## config.mk

```make
export PLATFORM = sky130hd
export DESIGN_NAME = keypad_scanner_flat
export DESIGN_NICKNAME = d
export VERILOG_FILES = /design/src/rtl/keypad_pkg.sv /design/src/rtl/keypad_if.sv /design/src/rtl/keypad_debounce.sv /design/src/rtl/keypad_scanner.sv /design/src/flat_wrapper.sv
export SDC_FILE = /design/constraint.sdc
export NUM_CORES = 1
export LEC_CHECK = 0
export ABC_AREA = 1
export ABC_CLOCK_PERIOD_IN_PS = 2700
export BUFFER_PORTS_ARGS = -buffer_cell sky130_fd_sc_hd__buf_2
export CAP_MARGIN = 20
export CORE_MARGIN = 2
export CORE_UTILIZATION = 53
export DETAILED_ROUTE_END_ITERATION = 10
export PLACE_DENSITY = 0.82
export SYNTH_ARGS = -nofsm -noshare
export SYNTH_HDL_FRONTEND = slang
export SYNTH_SLANG_ARGS = --single-unit
```

## constraint.sdc

```tcl
create_clock -name clk_10000Hz -period 2.7 [get_ports clk_10000Hz]
set_input_delay 0.405 -clock clk_10000Hz [delete_from_list [all_inputs] [get_ports clk_10000Hz]]
set_output_delay 0.405 -clock clk_10000Hz [all_outputs]
set_load 0.1 [all_outputs]
```

## src/rtl/keypad_pkg.sv

```systemverilog
// keypad_pkg
//   Shared definitions for the 4x4 keypad scanner.
//   - state_t     : key debounce FSM states (IDLE / DEBOUNCE / PRESSED)
//   - frame_res_t : result of one full four-row scan frame (NONE / ONE / MULTI)
//   - ROWS, COLS  : matrix geometry
//   - ROW_IDLE    : row-drive pattern after reset (row 0 driven low)
//   - row_drive() : active-low one-hot row pattern for a row index
package keypad_pkg;

    localparam int ROWS = 4;
    localparam int COLS = 4;

    localparam logic [ROWS-1:0] ROW_IDLE = 4'b1110;

    typedef enum logic [1:0] {
        ST_IDLE,
        ST_DEBOUNCE,
        ST_PRESSED
    } state_t;

    typedef enum logic [1:0] {
        RES_NONE,
        RES_ONE,
        RES_MULTI
    } frame_res_t;

    function automatic logic [ROWS-1:0] row_drive(input logic [1:0] idx);
        return ~(4'b0001 << idx);
    endfunction

endpackage

```

## src/rtl/keypad_if.sv

```systemverilog
// keypad_if
//   Groups the keypad matrix lines and the key-event outputs.
//   keypad_col : column sense, active-low, asynchronous (driven by the matrix)
//   keypad_row : row drive, active-low one-hot (driven by the scanner)
//   key_valid  : one-cycle pulse per accepted key event
//   key_code   : row*4+col of the last accepted key
//   key_held   : high while the accepted key remains pressed
//   Modports: master = scanner side, slave = matrix/consumer side.
interface keypad_if;
    logic [3:0] keypad_col;
    logic [3:0] keypad_row;
    logic       key_valid;
    logic [3:0] key_code;
    logic       key_held;

    modport master (
        input  keypad_col,
        output keypad_row,
        output key_valid,
        output key_code,
        output key_held
    );

    modport slave (
        output keypad_col,
        input  keypad_row,
        input  key_valid,
        input  key_code,
        input  key_held
    );
endinterface

```

## src/rtl/keypad_debounce.sv

```systemverilog
// keypad_debounce
//   Turns one frame result per scan frame into debounced key events.
//   Ports:
//     clk_10000Hz  : system clock
//     reset        : synchronous, active-high
//     i_frame_end  : strobe, frame result below is valid this cycle
//     i_result     : NONE / ONE / MULTI for the finished frame
//     i_code       : key code when i_result is ONE
//     o_key_valid  : one-cycle event pulse
//     o_key_code   : code of last accepted key
//     o_key_held   : high while in PRESSED
//   Optional feature macro: KEYPAD_REPEAT_EN (auto-repeat while held).
module keypad_debounce
    import keypad_pkg::*;
#(
    parameter int DEBOUNCE_SCANS = 4,
    parameter int REPEAT_DELAY   = 125,
    parameter int REPEAT_RATE    = 25
) (
    input  logic       clk_10000Hz,
    input  logic       reset,
    input  logic       i_frame_end,
    input  frame_res_t i_result,
    input  logic [3:0] i_code,
    output logic       o_key_valid,
    output logic [3:0] o_key_code,
    output logic       o_key_held
);

    if (DEBOUNCE_SCANS < 1 || REPEAT_DELAY < 1 || REPEAT_RATE < 1 ||
        REPEAT_RATE > REPEAT_DELAY) begin : g_bad_param
        $error("keypad_debounce: invalid debounce/repeat parameters");
    end

    localparam int              CNT_W   = $clog2(DEBOUNCE_SCANS + 1);
    localparam logic [CNT_W-1:0] CNT_TGT = CNT_W'(DEBOUNCE_SCANS);
    localparam logic [CNT_W-1:0] CNT_ONE = CNT_W'(1);

    state_t           r_state, w_state_nx;
    logic [CNT_W-1:0] r_cnt, w_cnt_nx, w_cnt_inc;
    logic [CNT_W-1:0] r_rel_cnt, w_rel_nx, w_rel_inc;
    logic [3:0]       r_cand, w_cand_nx;
    logic             r_key_valid, w_valid_nx;
    logic [3:0]       r_key_code, w_code_nx;

`ifdef KEYPAD_REPEAT_EN
    localparam int              REP_W      = $clog2(REPEAT_DELAY + 1);
    localparam logic [REP_W-1:0] REP_TGT    = REP_W'(REPEAT_DELAY);
    localparam logic [REP_W-1:0] REP_RELOAD = REP_W'(REPEAT_DELAY - REPEAT_RATE);
    logic [REP_W-1:0] r_rep_cnt, w_rep_nx;
`endif

    always_ff @(posedge clk_10000Hz) begin
        if (reset) begin
            r_state     <= ST_IDLE;
            r_cnt       <= '0;
            r_rel_cnt   <= '0;
            r_cand      <= '0;
            r_key_valid <= 1'b0;
            r_key_code  <= '0;
`ifdef KEYPAD_REPEAT_EN
            r_rep_cnt   <= '0;
`endif
        end else begin
            r_state     <= w_state_nx;
            r_cnt       <= w_cnt_nx;
            r_rel_cnt   <= w_rel_nx;
            r_cand      <= w_cand_nx;
            r_key_valid <= w_valid_nx;
            r_key_code  <= w_code_nx;
`ifdef KEYPAD_REPEAT_EN
            r_rep_cnt   <= w_rep_nx;
`endif
        end
    end

    always_comb begin
        w_state_nx = r_state;
        w_cnt_nx   = r_cnt;
        w_rel_nx   = r_rel_cnt;
        w_cand_nx  = r_cand;
        w_valid_nx = 1'b0;
        w_code_nx  = r_key_code;
        // Saturating increments: counters stop at the target, never wrap.
        w_cnt_inc  = (r_cnt == CNT_TGT) ? r_cnt : r_cnt + 1'b1;
        w_rel_inc  = (r_rel_cnt == CNT_TGT) ? r_rel_cnt : r_rel_cnt + 1'b1;
`ifdef KEYPAD_REPEAT_EN
        w_rep_nx   = r_rep_cnt;
`endif

        if (i_frame_end) begin
            case (r_state)
                ST_IDLE: begin
                    if (i_result == RES_ONE) begin
                        w_cand_nx = i_code;
                        w_cnt_nx  = CNT_ONE;
                        if (CNT_ONE == CNT_TGT) begin
                            w_state_nx = ST_PRESSED;
                            w_valid_nx = 1'b1;
                            w_code_nx  = i_code;
                            w_rel_nx   = '0;
                        end else begin
                            w_state_nx = ST_DEBOUNCE;
                        end
                    end
                end
                ST_DEBOUNCE: begin
                    if (i_result == RES_ONE && i_code == r_cand) begin
                        w_cnt_nx = w_cnt_inc;
                        if (w_cnt_inc == CNT_TGT) begin
                            w_state_nx = ST_PRESSED;
                            w_valid_nx = 1'b1;
                            w_code_nx  = r_cand;
                            w_rel_nx   = '0;
                        end
                    end else if (i_result == RES_ONE) begin
                        w_cand_nx = i_code;
                        w_cnt_nx  = CNT_ONE;
                    end else begin
                        w_state_nx = ST_IDLE;
                        w_cnt_nx   = '0;
                    end
                end
                ST_PRESSED: begin
                    // Any key activity (same, other, or several) holds PRESSED;
                    // a new key is only accepted after a full release.
                    if (i_result == RES_NONE) begin
                        if (w_rel_inc == CNT_TGT) begin
                            w_state_nx = ST_IDLE;
                            w_rel_nx   = '0;
                            w_cnt_nx   = '0;
                        end else begin
                            w_rel_nx = w_rel_inc;
                        end
                    end else begin
                        w_rel_nx = '0;
                    end
                end
                default: begin
                    w_state_nx = ST_IDLE;
                    w_cnt_nx   = '0;
                    w_rel_nx   = '0;
                end
            endcase
        end

`ifdef KEYPAD_REPEAT_EN
        // Frames spent in PRESSED; first repeat at REPEAT_DELAY, then the
        // counter reloads so later repeats come every REPEAT_RATE frames.
        if (w_state_nx != ST_PRESSED) begin
            w_rep_nx = '0;
        end else if (i_frame_end && r_state == ST_PRESSED) begin
            if (r_rep_cnt + 1'b1 == REP_TGT) begin
                w_valid_nx = 1'b1;
                w_rep_nx   = REP_RELOAD;
            end else begin
                w_rep_nx = r_rep_cnt + 1'b1;
            end
        end
`endif
    end

    assign o_key_valid = r_key_valid;
    assign o_key_code  = r_key_code;
    assign o_key_held  = (r_state == ST_PRESSED);

endmodule

```

## src/rtl/keypad_scanner.sv

```systemverilog
// keypad_scanner
//   Scans a 4x4 active-low key matrix one row at a time, synchronises the
//   column lines, classifies each frame and hands the result to
//   keypad_debounce for event generation.
//   Ports:
//     clk_10000Hz : system clock, 10 kHz
//     reset       : synchronous, active-high
//     kp          : keypad_if.master (keypad_col in; keypad_row, key_valid,
//                   key_code, key_held out)
//   Optional feature macro: KEYPAD_REPEAT_EN (auto-repeat, in keypad_debounce).
module keypad_scanner
    import keypad_pkg::*;
#(
    parameter int SCAN_DIV       = 10,
    parameter int DEBOUNCE_SCANS = 4,
    parameter int REPEAT_DELAY   = 125,
    parameter int REPEAT_RATE    = 25
) (
    input  logic     clk_10000Hz,
    input  logic     reset,
    keypad_if.master kp
);

    if (SCAN_DIV < 3) begin : g_bad_div
        $error("keypad_scanner: SCAN_DIV must be >= 3");
    end

    localparam int              DIV_W    = $clog2(SCAN_DIV);
    localparam logic [DIV_W-1:0] DIV_LAST = DIV_W'(SCAN_DIV - 1);

    logic [3:0]       r_col_s1, r_col_s2;
    logic [DIV_W-1:0] r_div;
    logic [1:0]       r_row;
    logic [ROWS-1:0]  r_row_drv;
    logic [1:0]       r_acc_cnt;   // keys seen so far this frame: 0, 1, 2 (= many)
    logic [3:0]       r_acc_code;

    logic [COLS-1:0]  w_hit;
    logic [1:0]       w_row_cnt;
    logic [1:0]       w_col_idx;
    logic [2:0]       w_sum;
    logic             w_sample;
    logic             w_frame_end;
    frame_res_t       w_result;
    logic [3:0]       w_code;
    logic             w_key_valid;
    logic [3:0]       w_key_code;
    logic             w_key_held;

    assign w_sample    = (r_div == DIV_LAST);
    assign w_frame_end = w_sample && (r_row == 2'd3);

    always_comb begin
        w_hit     = ~r_col_s2;
        w_row_cnt = '0;
        w_col_idx = '0;
        // Walk high to low so the lowest pressed column is the one recorded.
        for (int unsigned c = COLS; c > 0; c--) begin
            if (w_hit[2'(c - 1)]) begin
                w_col_idx = 2'(c - 1);
                if (w_row_cnt != 2'd2) begin
                    w_row_cnt = w_row_cnt + 2'd1;
                end
            end
        end
        w_sum    = {1'b0, r_acc_cnt} + {1'b0, w_row_cnt};
        w_result = (w_sum == 3'd0) ? RES_NONE :
                   (w_sum == 3'd1) ? RES_ONE  : RES_MULTI;
        w_code   = (r_acc_cnt != 2'd0) ? r_acc_code : {r_row, w_col_idx};
    end

    always_ff @(posedge clk_10000Hz) begin
        if (reset) begin
            r_col_s1   <= '1;
            r_col_s2   <= '1;
            r_div      <= '0;
            r_row      <= '0;
            r_row_drv  <= ROW_IDLE;
            r_acc_cnt  <= '0;
            r_acc_code <= '0;
        end else begin
            r_col_s1 <= kp.keypad_col;
            r_col_s2 <= r_col_s1;
            if (w_sample) begin
                r_div     <= '0;
                r_row     <= r_row + 2'd1;
                r_row_drv <= row_drive(r_row + 2'd1);
                if (w_frame_end) begin
                    r_acc_cnt  <= '0;
                    r_acc_code <= '0;
                end else begin
                    r_acc_cnt  <= (w_sum >= 3'd2) ? 2'd2 : w_sum[1:0];
                    r_acc_code <= w_code;
                end
            end else begin
                r_div <= r_div + 1'b1;
            end
        end
    end

    keypad_debounce #(
        .DEBOUNCE_SCANS (DEBOUNCE_SCANS),
        .REPEAT_DELAY   (REPEAT_DELAY),
        .REPEAT_RATE    (REPEAT_RATE)
    ) u_debounce (
        .clk_10000Hz (clk_10000Hz),
        .reset       (reset),
        .i_frame_end (w_frame_end),
        .i_result    (w_result),
        .i_code      (w_code),
        .o_key_valid (w_key_valid),
        .o_key_code  (w_key_code),
        .o_key_held  (w_key_held)
    );

    assign kp.keypad_row = r_row_drv;
    assign kp.key_valid  = w_key_valid;
    assign kp.key_code   = w_key_code;
    assign kp.key_held   = w_key_held;

endmodule

```

## src/flat_wrapper.sv

```systemverilog
// flat-port wrapper written by rule: the top's interface ports become plain ports
module keypad_scanner_flat import keypad_pkg::*;
#(
    parameter int SCAN_DIV       = 10,
    parameter int DEBOUNCE_SCANS = 4,
    parameter int REPEAT_DELAY   = 125,
    parameter int REPEAT_RATE    = 25
)
  (clk_10000Hz, reset, kp_keypad_col, kp_keypad_row, kp_key_valid, kp_key_code, kp_key_held);
  keypad_if kp_i ();
  input  logic clk_10000Hz;
  input  logic reset;
  input wire logic [$bits(kp_i.keypad_col)-1:0] kp_keypad_col;
  output wire logic [$bits(kp_i.keypad_row)-1:0] kp_keypad_row;
  output wire logic [$bits(kp_i.key_valid)-1:0] kp_key_valid;
  output wire logic [$bits(kp_i.key_code)-1:0] kp_key_code;
  output wire logic [$bits(kp_i.key_held)-1:0] kp_key_held;
  assign kp_i.keypad_col = kp_keypad_col;
  assign kp_keypad_row = kp_i.keypad_row;
  assign kp_key_valid = kp_i.key_valid;
  assign kp_key_code = kp_i.key_code;
  assign kp_key_held = kp_i.key_held;
  keypad_scanner #(.SCAN_DIV(SCAN_DIV), .DEBOUNCE_SCANS(DEBOUNCE_SCANS), .REPEAT_DELAY(REPEAT_DELAY), .REPEAT_RATE(REPEAT_RATE)) u_core (.clk_10000Hz(clk_10000Hz), .reset(reset), .kp(kp_i));
endmodule
```

==> results.sh <==
export IMPL_violations="setup timing"
export IMPL_rsz0062_at_grt="true"
export IMPL_rr_endpoint="u_core.u_debounce.r_cand[2]$_SDFFE_PP0P_"
export IMPL_ff2ff_setup_slack_ns=-0.31
export IMPL_antenna_found_initial=0
export IMPL_dp_hpwl_um=3070
export IMPL_place_inst=350
export IMPL_drive_above_1_share_pct=34.0
export IMPL_mostFrequentLayoutCells="nand2_1, dfxtp_1, inv_1"
export IMPL_ys_ff_latch=41
export IMPL_worstMarginPinSlew_ns=0.651
export IMPL_core_area_sq_um=3940
export IMPL_ant_nets=0
export IMPL_diodes=0
export IMPL_dpl_cell_area_sq_um=2360
export IMPL_chipHeight_um=67.7
export IMPL_postSynthAreaPerCell_sq_um=7.70
export IMPL_first_pass_iters=4
export IMPL_routed_wl_um=4880
export IMPL_finalInstanceArea_sq_um=2600
export IMPL_rows=23
export IMPL_h_tree_depth=2
export IMPL_p_leak_uw=0.00116
export IMPL_fillers=305
export IMPL_ys_warn_count=0
export IMPL_grt_pass1_vias=1724
export IMPL_crit_type="reg -> reg"
export IMPL_drc=0
export IMPL_initial_utilization_pct=54.5
export IMPL_hold_viol_final=0
export IMPL_grt_max_degree=21
export IMPL_worst_path_max_delay_cell="fa_1"
export IMPL_hold_path_startpoint="kp_keypad_col[2]"
export IMPL_crit_arrival_ns=3.20
export IMPL_worstReg2RegStart="u_core.r_col_s2[2]$_SDFF_PP1_"
export IMPL_die_x_um=67.7
export IMPL_grt_pass1_wl_um=7450
export IMPL_fin_setup_tns_ns=-4.21
export IMPL_reg2regPathDepth=22
export IMPL_design_die_area_sq_um=4580
export IMPL_cp_max_fo=4
export IMPL_clkPwrFrac_pct=34.4
export IMPL_routabilityCongestion=0.825
export IMPL_cts_sinks=41
export IMPL_internal_power_uw=851
export IMPL_final_common_cell="nand2_1"
export IMPL_cts_root_buf="clkbuf_8"
export IMPL_setup_ws_ns=-0.309
export IMPL_pwr_share_seq_pct=54.4
export IMPL_cts_hold_buf=0
export IMPL_switching_share_pct=25.4
export IMPL_synth_area_sq_um=2150
export IMPL_crit_chain="inv_2 -> ha_4 -> nand2_2 -> nand2_2 -> inv_2 -> ha_4 -> nand2_2 -> o21ai_2 -> ha_2 -> fa_1 -> nor2_2 -> inv_2 -> nor2_4 -> inv_2 -> nor2_4 -> inv_2 -> nor2_4 -> nand3_2 -> nand2_4 -> inv_2 -> o21ai_1 -> nor2_1"
export IMPL_instances_no_fill=368
export IMPL_relSlewSlack_pct=56.6
export IMPL_drt_first_iter_violations=127
export IMPL_crit_top_cell="inv_2"
export IMPL_p_per_area_nw_per_um2=438
export IMPL_cp_end_kind="flip-flop"
export IMPL_synth_nets=302
export IMPL_yosysUniqueCellTypes=28
export IMPL_io_buffers=15
export IMPL_track_usage_pct=22.2
export IMPL_power_uw=1140
export IMPL_synth_edf_count=0
export IMPL_maxSlewViolCount=0
export IMPL_max_freq_mhz=332
export IMPL_postSynthCellCount=279
export IMPL_multi_input_area_sq_um=1260
export IMPL_fin_skew_ns=0.00579
export IMPL_clock_path_buffers=2
export IMPL_dp_slack_ns=-0.243
export IMPL_ff_latch_area_sq_um=823
export IMPL_setup_viol=17
export IMPL_dr_total_vias=1887
export IMPL_areaGrowthSynthToFinish_pct=21.2
export IMPL_synthArstFlopShare_pct=0
export IMPL_grt_overflow=0
export IMPL_maxCapViolCount=0
export IMPL_fin_crit_ns=3.01
export IMPL_min_path_type="in -> reg"
export IMPL_cp_start_kind="flip-flop"
export IMPL_min_period_over_period_pct=111
export IMPL_wl_per_cell_um=13.3
export IMPL_cts_made_buffers=5
export IMPL_ioPinCount=16
export IMPL_critical_path_max_stage_delay_ns=0.44
export IMPL_viasPerCell=5.13
export IMPL_insertion_delay_ns=0.30
export IMPL_min_to="u_core.r_col_s1[2]$_SDFF_PP1_"
export IMPL_vdd_drop_max_uv=345
export IMPL_p_sw_uw=290
export IMPL_clk_pin_slew_worst_paths_ns=0.08
export IMPL_crit_required_ns=2.89
export IMPL_nets=340
export IMPL_comb_power_share_pct=11.2
export IMPL_holdPathStages=2
export IMPL_status="finished with violations"
export IMPL_synth_flop_cell="dfxtp_1"
export IMPL_yosysSeqAreaShare_pct=38.2
export IMPL_cts_tree="built"
Yosys cell counts, types with 4 or more instances:
cell type	instances	area [sq um]
nand2_1	51	191
dfxtp_1	41	821
inv_1	36	135
nor2_1	28	105
a21oi_1	18	90.1
ha_1	16	200
nand3_1	16	80.1
o21ai_0	15	75.1
or2_2	9	56.3
nand2_2	7	43.8
nor2_4	6	67.6
inv_2	5	18.8
o22ai_1	5	31.3
o21ai_1	4	20.0
repair_timing:
item,in CTS,in global routing
pin swaps,9,10
resized for setup,11,17
buffers inserted,7,2
endpoints found under the hold margin,0,0
setup endpoints to repair,17,17
cloned,1,0
cells by family after synthesis:
logic type,after synthesis,synth area share (%)
compound gates,42,10.1
xor+xnor,4,1.63
fa+ha+maj,17,10.3
buf+inv,45,8.56
flops,41,38.2
simple gates,130,31.3
worst max-delay path by stage:
| stage | startpoint | end | slack [ns] | cells after the start |
|---|---|---|---|---|
| finish | u_core.r_col_s2[2]$_SDFF_PP1_ | u_core.u_debounce.r_cand[2]$_SDFFE_PP0P_ | -0.31 | 22 |
| CTS | u_core.r_col_s2[3]$_SDFF_PP1_ | u_core.u_debounce.o_key_code[2]$_SDFFE_PP0P_ | -0.20 | 21 |
| floorplan | u_core.r_col_s2[2]$_SDFF_PP1_ | u_core.u_debounce.r_cand[3]$_SDFFE_PP0P_ | -0.12 | 22 |
| detailed placement | u_core.r_col_s2[3]$_SDFF_PP1_ | u_core.u_debounce.o_key_code[0]$_SDFFE_PP0P_ | -0.24 | 22 |
| global route | u_core.r_col_s2[3]$_SDFF_PP1_ | u_core.u_debounce.r_cand[3]$_SDFFE_PP0P_ | -0.46 | 22 |
| global placement | u_core.r_col_s2[2]$_SDFF_PP1_ | u_core.u_debounce.o_key_code[3]$_SDFFE_PP0P_ | -0.15 | 22 |
state kept, by name (all words and copies together) (netlist names):
name	cells
u_core.kp.keypad_row	4
u_core.r_acc_cnt	2
u_core.r_acc_code	4
u_core.r_col_s1	4
u_core.r_col_s2	4
u_core.r_div	4
u_core.r_row	2
u_core.u_debounce.o_key_code	4
u_core.u_debounce.o_key_valid	1
u_core.u_debounce.r_cand	4
u_core.u_debounce.r_cnt	3
u_core.u_debounce.r_rel_cnt	3
u_core.u_debounce.r_state	2
routing by layer:
layer  GRT usage, %  vias up  share of wire (%)  wire length [um]
li1               -      961                  -                 -
met1           25.3      865                 42              2040
met2           37.5       47                 50              2460
met3           6.00       14                5.0               244
met4           11.7        0                2.8               135
met5              0        -                  0                 0
final cells by class:
type / count / share of cell area, %
Multi-Input combinational cell: 194 / 48.2
Tap cell: 50 / 2.40
Sequential cell: 41 / 31.6
Clock buffer: 5 / 2.64
Inverter: 41 / 5.91
Clock inverter: 3 / 0.673
Timing Repair Buffer: 34 / 8.51
worst max-delay path: cells and delay by family (launching register included):
family	cells	cell delay [ns]
simple gates	10	0.96
flops	1	0.37
compound gates	2	0.18
buf+inv	6	0.34
fa+ha+maj	4	1.04
power by group through the flow:
stage	Sequential (uW)	Combinational, uW	Clock, uW
final	621	128	392
after global routing	622	139	429
after CTS	621	110	402
after detailed placement	635	92.3	0
after global placement	634	88.9	0
after floorplan	634	66.1	0
stage by stage:
stage	hold slack (ns)	utilization (%)
after floorplan	0.389	-
after global placement	0.393	59.8
after detailed placement	0.397	59.8
after CTS	0.282	64.1
after global routing	0.282	66.0
final	0.284	66.0
Power figures use the tool's default switching activity.
